`config.mk`:
```
export PLATFORM = sky130hd
export DESIGN_NAME = aexm_memarb
export DESIGN_NICKNAME = d
export VERILOG_FILES = /design/src/rtl/aexm_memarb_pkg.sv /design/src/rtl/aexm_memarb_pick.sv /design/src/rtl/aexm_memarb.sv
export SDC_FILE = /design/constraint.sdc
export NUM_CORES = 1
export LEC_CHECK = 0
export ABC_AREA = 1
export BUFFER_PORTS_ARGS = -buffer_cell sky130_fd_sc_hd__buf_4
export CORE_AREA = 2 2 106 108
export CTS_CLUSTER_DIAMETER = 30
export DETAILED_ROUTE_END_ITERATION = 12
export DIE_AREA = 0 0 108 110
export PLACE_DENSITY = 0.68
export SLEW_MARGIN = 20
export SYNTH_ARGS = -nofsm -noshare
export SYNTH_HDL_FRONTEND = slang
export SYNTH_SLANG_ARGS = --single-unit
```
`constraint.sdc`:
```
create_clock -name sys_clk_i -period 2.1 [get_ports sys_clk_i]
set_clock_uncertainty 0.2 [all_clocks]
set_input_delay 0.42 -clock sys_clk_i [delete_from_list [all_inputs] [get_ports sys_clk_i]]
set_output_delay 0.42 -clock sys_clk_i [all_outputs]
set_load 0.01 [all_outputs]
```
`src/rtl/aexm_memarb_pkg.sv`:
```
// Shared types and helpers for the aexm memory arbiter.
// Optional feature macro: AEXM_MEMARB_RR_EN (round-robin tie break).
package aexm_memarb_pkg;

  typedef enum logic [1:0] {
    IDLE = 2'd0,
    CMD  = 2'd1,
    DATA = 2'd2,
    DONE = 2'd3
  } state_t;

  typedef enum logic [1:0] {
    GNT_NONE = 2'd0,
    GNT_IC   = 2'd1,
    GNT_DC   = 2'd2
  } grant_t;

  // Mask clearing the byte offset inside one burst line (BEATS words of 4 bytes).
  function automatic logic [63:0] line_mask(input int beats);
    return ~((64'd1 << ($clog2(beats) + 2)) - 64'd1);
  endfunction

endpackage

```
`src/rtl/aexm_memarb_pick.sv`:
```
// Combinational winner selection between icache and dcache requests.
// With AEXM_MEMARB_RR_EN a tie goes to the cache not granted last;
// otherwise the dcache always wins a tie.
module aexm_memarb_pick
  import aexm_memarb_pkg::*;
(
  input  logic       ic_req_i,
  input  logic       dc_req_i,
`ifdef AEXM_MEMARB_RR_EN
  input  logic [1:0] last_grant_i,
`endif
  output logic [1:0] grant_o
);

  // Pick the winner from the live requests.
  always_comb begin
    grant_o = GNT_NONE;
    if (ic_req_i && dc_req_i) begin
`ifdef AEXM_MEMARB_RR_EN
      grant_o = (last_grant_i == GNT_DC) ? GNT_IC : GNT_DC;
`else
      grant_o = GNT_DC;
`endif
    end else if (dc_req_i) begin
      grant_o = GNT_DC;
    end else if (ic_req_i) begin
      grant_o = GNT_IC;
    end
  end

endmodule

```
`src/rtl/aexm_memarb.sv`:
```
// aexm memory arbiter: icache/dcache line traffic onto one memory port.
// Each grant is a command phase then a BEATS-word burst, then a done pulse.
// Optional feature macro: AEXM_MEMARB_RR_EN (round-robin instead of dcache priority).
module aexm_memarb
  import aexm_memarb_pkg::*;
#(
  parameter int BEATS = 4,
  parameter int AW    = 32
) (
  input  logic          sys_clk_i,
  input  logic          sys_rst_i,
  input  logic          ic_req_i,
  input  logic [AW-1:0] ic_addr_i,
  output logic [31:0]   ic_rdata_o,
  output logic          ic_rvalid_o,
  output logic          ic_done_o,
  input  logic          dc_req_i,
  input  logic          dc_we_i,
  input  logic [AW-1:0] dc_addr_i,
  input  logic [31:0]   dc_wdata_i,
  output logic          dc_wnext_o,
  output logic [31:0]   dc_rdata_o,
  output logic          dc_rvalid_o,
  output logic          dc_done_o,
  output logic          mem_cmd_valid_o,
  input  logic          mem_cmd_ready_i,
  output logic          mem_we_o,
  output logic [AW-1:0] mem_addr_o,
  output logic [31:0]   mem_wdata_o,
  input  logic          mem_wready_i,
  input  logic [31:0]   mem_rdata_i,
  input  logic          mem_rvalid_i
);

  localparam int            BW        = $clog2(BEATS);
  localparam logic [AW-1:0] LINE_MASK = AW'(line_mask(BEATS));
  localparam logic [BW-1:0] LAST_BEAT = BW'(BEATS - 1);

  state_t        state_q, state_d;
  grant_t        grant_q, grant_d;
  logic [AW-1:0] addr_q, addr_d;
  logic          we_q, we_d;
  logic [BW-1:0] cnt_q, cnt_d;
  logic [1:0]    pick_gnt;
  logic          rd_fire, wr_fire;

`ifdef AEXM_MEMARB_RR_EN
  grant_t        last_grant_q, last_grant_d;
`endif

  aexm_memarb_pick u_pick (
    .ic_req_i     (ic_req_i),
    .dc_req_i     (dc_req_i),
`ifdef AEXM_MEMARB_RR_EN
    .last_grant_i (last_grant_q),
`endif
    .grant_o      (pick_gnt)
  );

  // Beat handshakes only count in DATA and only in the latched direction;
  // stray beats in other states or the wrong direction are dropped.
  always_comb begin
    rd_fire = (state_q == DATA) && !we_q && mem_rvalid_i;
    wr_fire = (state_q == DATA) &&  we_q && mem_wready_i;
  end

  // Next-state logic: grant in IDLE, command handshake, beat counting, done.
  always_comb begin
    state_d = state_q;
    grant_d = grant_q;
    addr_d  = addr_q;
    we_d    = we_q;
    cnt_d   = cnt_q;
`ifdef AEXM_MEMARB_RR_EN
    last_grant_d = last_grant_q;
`endif
    case (state_q)
      IDLE: begin
        if (grant_t'(pick_gnt) != GNT_NONE) begin
          grant_d = grant_t'(pick_gnt);
          state_d = CMD;
          if (grant_t'(pick_gnt) == GNT_DC) begin
            addr_d = dc_addr_i & LINE_MASK;
            we_d   = dc_we_i;
          end else begin
            addr_d = ic_addr_i & LINE_MASK;
            we_d   = 1'b0;
          end
        end
      end
      CMD: begin
        if (mem_cmd_ready_i) begin
          state_d = DATA;
          cnt_d   = '0;
        end
      end
      DATA: begin
        if (rd_fire || wr_fire) begin
          if (cnt_q == LAST_BEAT) begin
            state_d = DONE;
            cnt_d   = '0;
          end else begin
            cnt_d = cnt_q + BW'(1);
          end
        end
      end
      DONE: begin
`ifdef AEXM_MEMARB_RR_EN
        last_grant_d = grant_q;
`endif
        grant_d = GNT_NONE;
        state_d = IDLE;
      end
      default: state_d = IDLE;
    endcase
  end

  // State registers with synchronous active-low reset; reset abandons any burst.
  always_ff @(posedge sys_clk_i) begin
    if (!sys_rst_i) begin
      state_q <= IDLE;
      grant_q <= GNT_NONE;
      addr_q  <= '0;
      we_q    <= 1'b0;
      cnt_q   <= '0;
`ifdef AEXM_MEMARB_RR_EN
      last_grant_q <= GNT_IC;
`endif
    end else begin
      state_q <= state_d;
      grant_q <= grant_d;
      addr_q  <= addr_d;
      we_q    <= we_d;
      cnt_q   <= cnt_d;
`ifdef AEXM_MEMARB_RR_EN
      last_grant_q <= last_grant_d;
`endif
    end
  end

  // Outputs: data paths are forwarded combinationally and zeroed when idle.
  always_comb begin
    mem_cmd_valid_o = (state_q == CMD);
    mem_addr_o      = addr_q;
    mem_we_o        = we_q;
    mem_wdata_o     = ((state_q == DATA) && we_q) ? dc_wdata_i : 32'd0;
    ic_rvalid_o     = rd_fire && (grant_q == GNT_IC);
    dc_rvalid_o     = rd_fire && (grant_q == GNT_DC);
    ic_rdata_o      = ic_rvalid_o ? mem_rdata_i : 32'd0;
    dc_rdata_o      = dc_rvalid_o ? mem_rdata_i : 32'd0;
    dc_wnext_o      = wr_fire && (grant_q == GNT_DC);
    ic_done_o       = (state_q == DONE) && (grant_q == GNT_IC);
    dc_done_o       = (state_q == DONE) && (grant_q == GNT_DC);
  end

endmodule

```
After elaboration in Yosys (flattened, before gate mapping)
Cells that the tools add are included.

Bits in registers: 39. Input bits: 136. Word-level logic and storage cells: 56.

Add/subtract/negate cells: 1. Eq/ne operators: 11. Multiplexer cells: 19. Reduce and logical (&&, ||, !) cells: 20.

Operator list (count): 32-bit 2-to-1 mux (4); 2-bit 2-to-1 mux (10); 2-bit == test (second input constant) (5); 1-bit logical AND (10); 2-bit one-hot mux with 2 select lines (2); 2-bit one-hot mux with 4 select lines (1); 2-bit by 1-bit != test with 1-bit output (second input constant) (3); 2-bit nonzero test (3); 2-bit by 1-bit == test with 1-bit output (second input constant) (2); 2-bit AND reduction (2); 4-bit AND reduction (1); 3-bit AND reduction (1); 2-bit by 1-bit adder with 2-bit output (second input constant) (1); 2-bit zero test (1); 1-bit 2-to-1 mux (2); 2-bit != test (second input constant) (1); 1-bit zero test (1); 1-bit logical OR (1).

Depth between registers and ports, before layout
Depth in word-level cells: 6. Mapped depth: 9. Gate-level depth less buffers: 9.

Modules after synthesis
A second synthesis with hierarchy kept.

Cell total of the unflattened synthesis: 382. Area total of the unflattened synthesis: 2446.1 µm².

By module, submodules not included: aexm_memarb (cells an instance 379, area an instance 2434.8 µm², times used 1); aexm_memarb_pick (cells an instance 3, area an instance 11.3 µm², times used 1).

Least setup slack after synthesis
Ideal clock, no wire load.

Path kind: register to output. Start: reg state_q[0]. End: out ic_rdata_o[10]. Stages on the path, launching flop included: 8. Data arrival time: 1378 ps. Data required time: 1480 ps. Path slack: 102 ps. Cell sequence: dfxtp_1 -> inv_1 -> ha_1 -> nand3_1 -> nor3_2 -> inv_1 -> buf_2 -> nor2_1.

Word-level cells in the longest chain between the ends: 5.

Ends and longest elaborated chain: start: declaration (line aexm_memarb.sv:39) `state_t state_q, state_d;`; start signal: assignment (line aexm_memarb.sv:130) `state_q <= state_d;`; 2-bit == test (line aexm_memarb.sv:63) `rd_fire = (state_q == DATA) && !we_q && mem_rvalid_i;`; 1-bit logical AND (2 in series) (line aexm_memarb.sv:63); 1-bit logical AND (line aexm_memarb.sv:147) `ic_rvalid_o = rd_fire && (grant_q == GNT_IC);`; named net ic_rvalid_o (line aexm_memarb.sv:15) `output logic ic_rvalid_o,`; 32-bit 2-to-1 mux (line aexm_memarb.sv:149) `ic_rdata_o = ic_rvalid_o ? mem_rdata_i : 32'd0;`; end: declaration (line aexm_memarb.sv:14) `output logic [31:0] ic_rdata_o,`.

The timed path passes the listed nets, and every way through them passes these cells.

Worst setup path after layout
Start: reg state_q[1]. End: out dc_rdata_o[8].

Word-level cells in the longest chain between the ends: 5.

Ends and longest elaborated chain: 2-bit == test (line aexm_memarb.sv:63); 1-bit logical AND (2 in series) (line aexm_memarb.sv:63); 1-bit logical AND (line aexm_memarb.sv:148) `dc_rvalid_o = rd_fire && (grant_q == GNT_DC);`; 32-bit 2-to-1 mux (line aexm_memarb.sv:150) `dc_rdata_o = dc_rvalid_o ? mem_rdata_i : 32'd0;`; end: declaration (line aexm_memarb.sv:22) `output logic [31:0] dc_rdata_o,`.

Every way passes these cells.

==> results by group <==
Status
  – Status: finished, violations left
  – Violated checks: negative setup slack

Clocking
  – Inserted Clock Buffers: 5
  – H-Tree Depth: 2
  – Root buf cell: clkbuf_8
  – Clock transition at the registers of the reported paths: about 0.07 ns
  – Cts hold-fix bufs: 0
  – Clock latency at the later pin of the worst-skew pair: just under 0.3 ns
  – Num Clock Sinks: 35
  – Max Buffers Root-to-Sink: 2
  – TritonCTS clock tree: built

Detailed routing
  – Pre-Repair DR Iteration Count: 5
  – 1st-iter DRT viols: between 100 and 150
  – Via count: around 3500
  – DRC violations left: 0
  – Remaining antenna violation count: 0
  – Routed len/inst: roughly 14 µm
  – Vias per cell: approximately 4.4
  – Final wirelength: ~12000 µm

Floorplan
  – Area of the die: about 12000 µm²
  – Initial Utilization: 0.219
  – Row count: 38
  – DIE WIDTH: 108 µm
  – I/O pin cnt: between 200 and 300
  – CORE AREA: 10700 µm²
  – Die height: approximately 110 µm

Yosys
  – Ys async rst share: 0
  – Largest family of logic cells by synthesized area: simple AND/OR/NAND/NOR gates
  – Multiplexer share of the synthesized area: 0
  – Synth top area cells: dfxtp_1 30%, nor2_1 17%, inv_1 13%
  – Number of synthesized register bits: 35
  – XOR/XNOR Fraction of Synth Area: 0
  – Synth top cells by count: 104 x nor2_1, 80 x inv_1, 68 x nand2_1, 35 x dfxtp_1, 28 x a31oi_1
  – Seq/Total Area, Yosys: 0.299
  – Syn Std Cell Area: about 2300 µm²
  – Most frequent cell after synthesis: nor2_1
  – Mean Syn Cell Area: roughly 5.8 µm²
  – Biggest area consumer among synthesized cells: dfxtp_1
  – Simple-gate portion of the synthesized area: 0.318
  – EDFF count, synth: 0
  – Synth cell types: 21
  – Post-synth top area share: 0.299
  – Compound-Gate Fraction of Synth Area: 0.152
  – Synth Flop Type: dfxtp_1
  – Ys Warns: 0
  – Synth Area in Adders: 0.0374
  – Cell count after synthesis: 403

Critical path
  – Crit end category: output pin
  – Crit path kind: flip-flop to output pin
  – Worst Path Max Fanout: 8
  – Worst Path Arrival: 1.65 ns
  – WP data required: 1.48 ns
  – Startpoint types: flip-flop

Placed design
  – PortBufs: 258
  – Placed insts: between 700 and 800
  – RePlAce Congestion: a little under 0.8
  – Placed cell area: about 4400 µm²
  – Hpwl dp: between 8000 and 9000 µm
  – Pre-CTS WS: 0.0538 ns

Final layout
  – Cell area after layout: 5180 µm²
  – Area growth syn-to-layout: 121%
  – Share of cells above drive strength 1: 0.536
  – Area of the multi-input gates: around 1600 µm²
  – # nets final: about 800
  – Final design utilization: 0.485
  – Register area: roughly 700 µm²
  – Filler cell count: 1049
  – N_diodes: 0
  – Fin cells: about 800

STA
  – Fin. Hold Viols: 0
  – RSZ-0062 raised after global routing: true
  – Worst setup margin: -0.175 ns
  – Max Freq: about 0.44 GHz
  – Slew Viols, Final: 0
  – Final period util: 1.08
  – Tmin final: roughly 2.3 ns
  – Final setup viols: 96

Global routing
  – Largest net degree at the start of global routing: 38
  – Vias in the first global route: ~3200
  – Initial antenna violation count: 0
  – Global-route wire length before repair: approximately 16000 µm
  – Total track usage: 0.167
  – Grt ovf: 0

Power and ir drop
  – Power, Total: between 3 and 4 mW
  – VDD IR-drop max: between 0.4 and 0.5 mV
  – Leak: 2.78 nW
  – Pwr dens: between 600 and 700 nW/µm²

Job
  – Max-cap violations: 0

Min path
  – Hold WC Path Type: input pin to flip-flop
[report_power, final]
part | switching, mW | internal [mW]
Combinational | 0.894 | 0.817
Sequential | 0.131 | 0.889
Clock | 0.245 | 0.257
Total | 1.27 | 1.96
[state kept, by name, indices dropped and copies added, names as in the netlist]
| name | count |
|---|---|
| mem_addr_o | 28 |
| mem_we_o | 1 |
| grant_q | 2 |
| cnt_q | 2 |
| state_q | 2 |
[placed cells by master, fill, tap and decap left out, drive strengths merged]
master,instances
a21oi,7
a31oi,28
buf,273
clkbuf,9
clkinv,1
conb,4
dfxtp,35
ha,7
inv,80
nand2,68
nand3,7
nand4,4
nor2,106
nor3,2
o21ai,29
or2,1
[stage by stage]
step	setup TNS [ns]	hold WS, ns
floorplan	0	0.239
global placement	0	0.252
detailed placement	0	0.261
CTS	-12.26	0.182
global route	-17.67	0.196
finish	-8.61	0.196
[worst max-delay path, cell delays in order (launching register included)]
cell       delay [ns]
dfxtp_4          0.39
ha_4             0.15
nand3_4          0.08
buf_6            0.13
nor2_4           0.12
inv_4            0.07
clkbuf_16        0.18
nor2_2           0.10
buf_4            0.13
[layer usage]
metal,routed length [µm],GRT usage,vias up,share of wire
li1,-,-,1725,-
met1,4220,0.176,1578,0.37
met2,6140,0.322,170,0.53
met3,920,0.0417,21,0.080
met4,242,0.0540,0,0.021
met5,0,0,-,0
[path summary, 6_finish.rpt]
kind         depth (start not counted)               startpoint  slack [ns]                          end
min                                  3            ic_addr_i[12]        0.20  mem_addr_o[12]$_SDFFE_PN0P_
min reg2reg                          2  grant_q[0]$_SDFFE_PN0P_        0.27      grant_q[0]$_SDFFE_PN0P_
max reg2reg                          8  state_q[0]$_SDFFE_PN0P_        0.26  mem_addr_o[25]$_SDFFE_PN0P_
max                                  8  state_q[1]$_SDFFE_PN0P_       -0.17                dc_rdata_o[8]
[area by class of cell]
cell class	count	area share
clock buffer	6	0.0159
multi-input combinational	263	0.302
inverter	80	0.0589
tap	140	0.0338
timing repair buffer	276	0.453
clock inverter	1	0.000965
sequential	35	0.136
[repair_timing]
action / 4_1_cts / 5_1_grt
setup endpoints to repair: 98 / 98
cloned: 2 / 4
pin swaps: 2 / 4
setup buffers: 3 / 0
gates resized for setup: 69 / 75
[logic make-up (layout without fill, tap and decap cells)]
kind of cell / Yosys count / in the layout
AOI/OAI and AO/OA: 64 / 64
DFF: 35 / 35
buffers and inverters: 108 / 363
and+or+nand+nor: 188 / 188
other: 1 / 4
adders and majority gates: 7 / 7
Note: power is estimated with default switching activity, not from simulation.
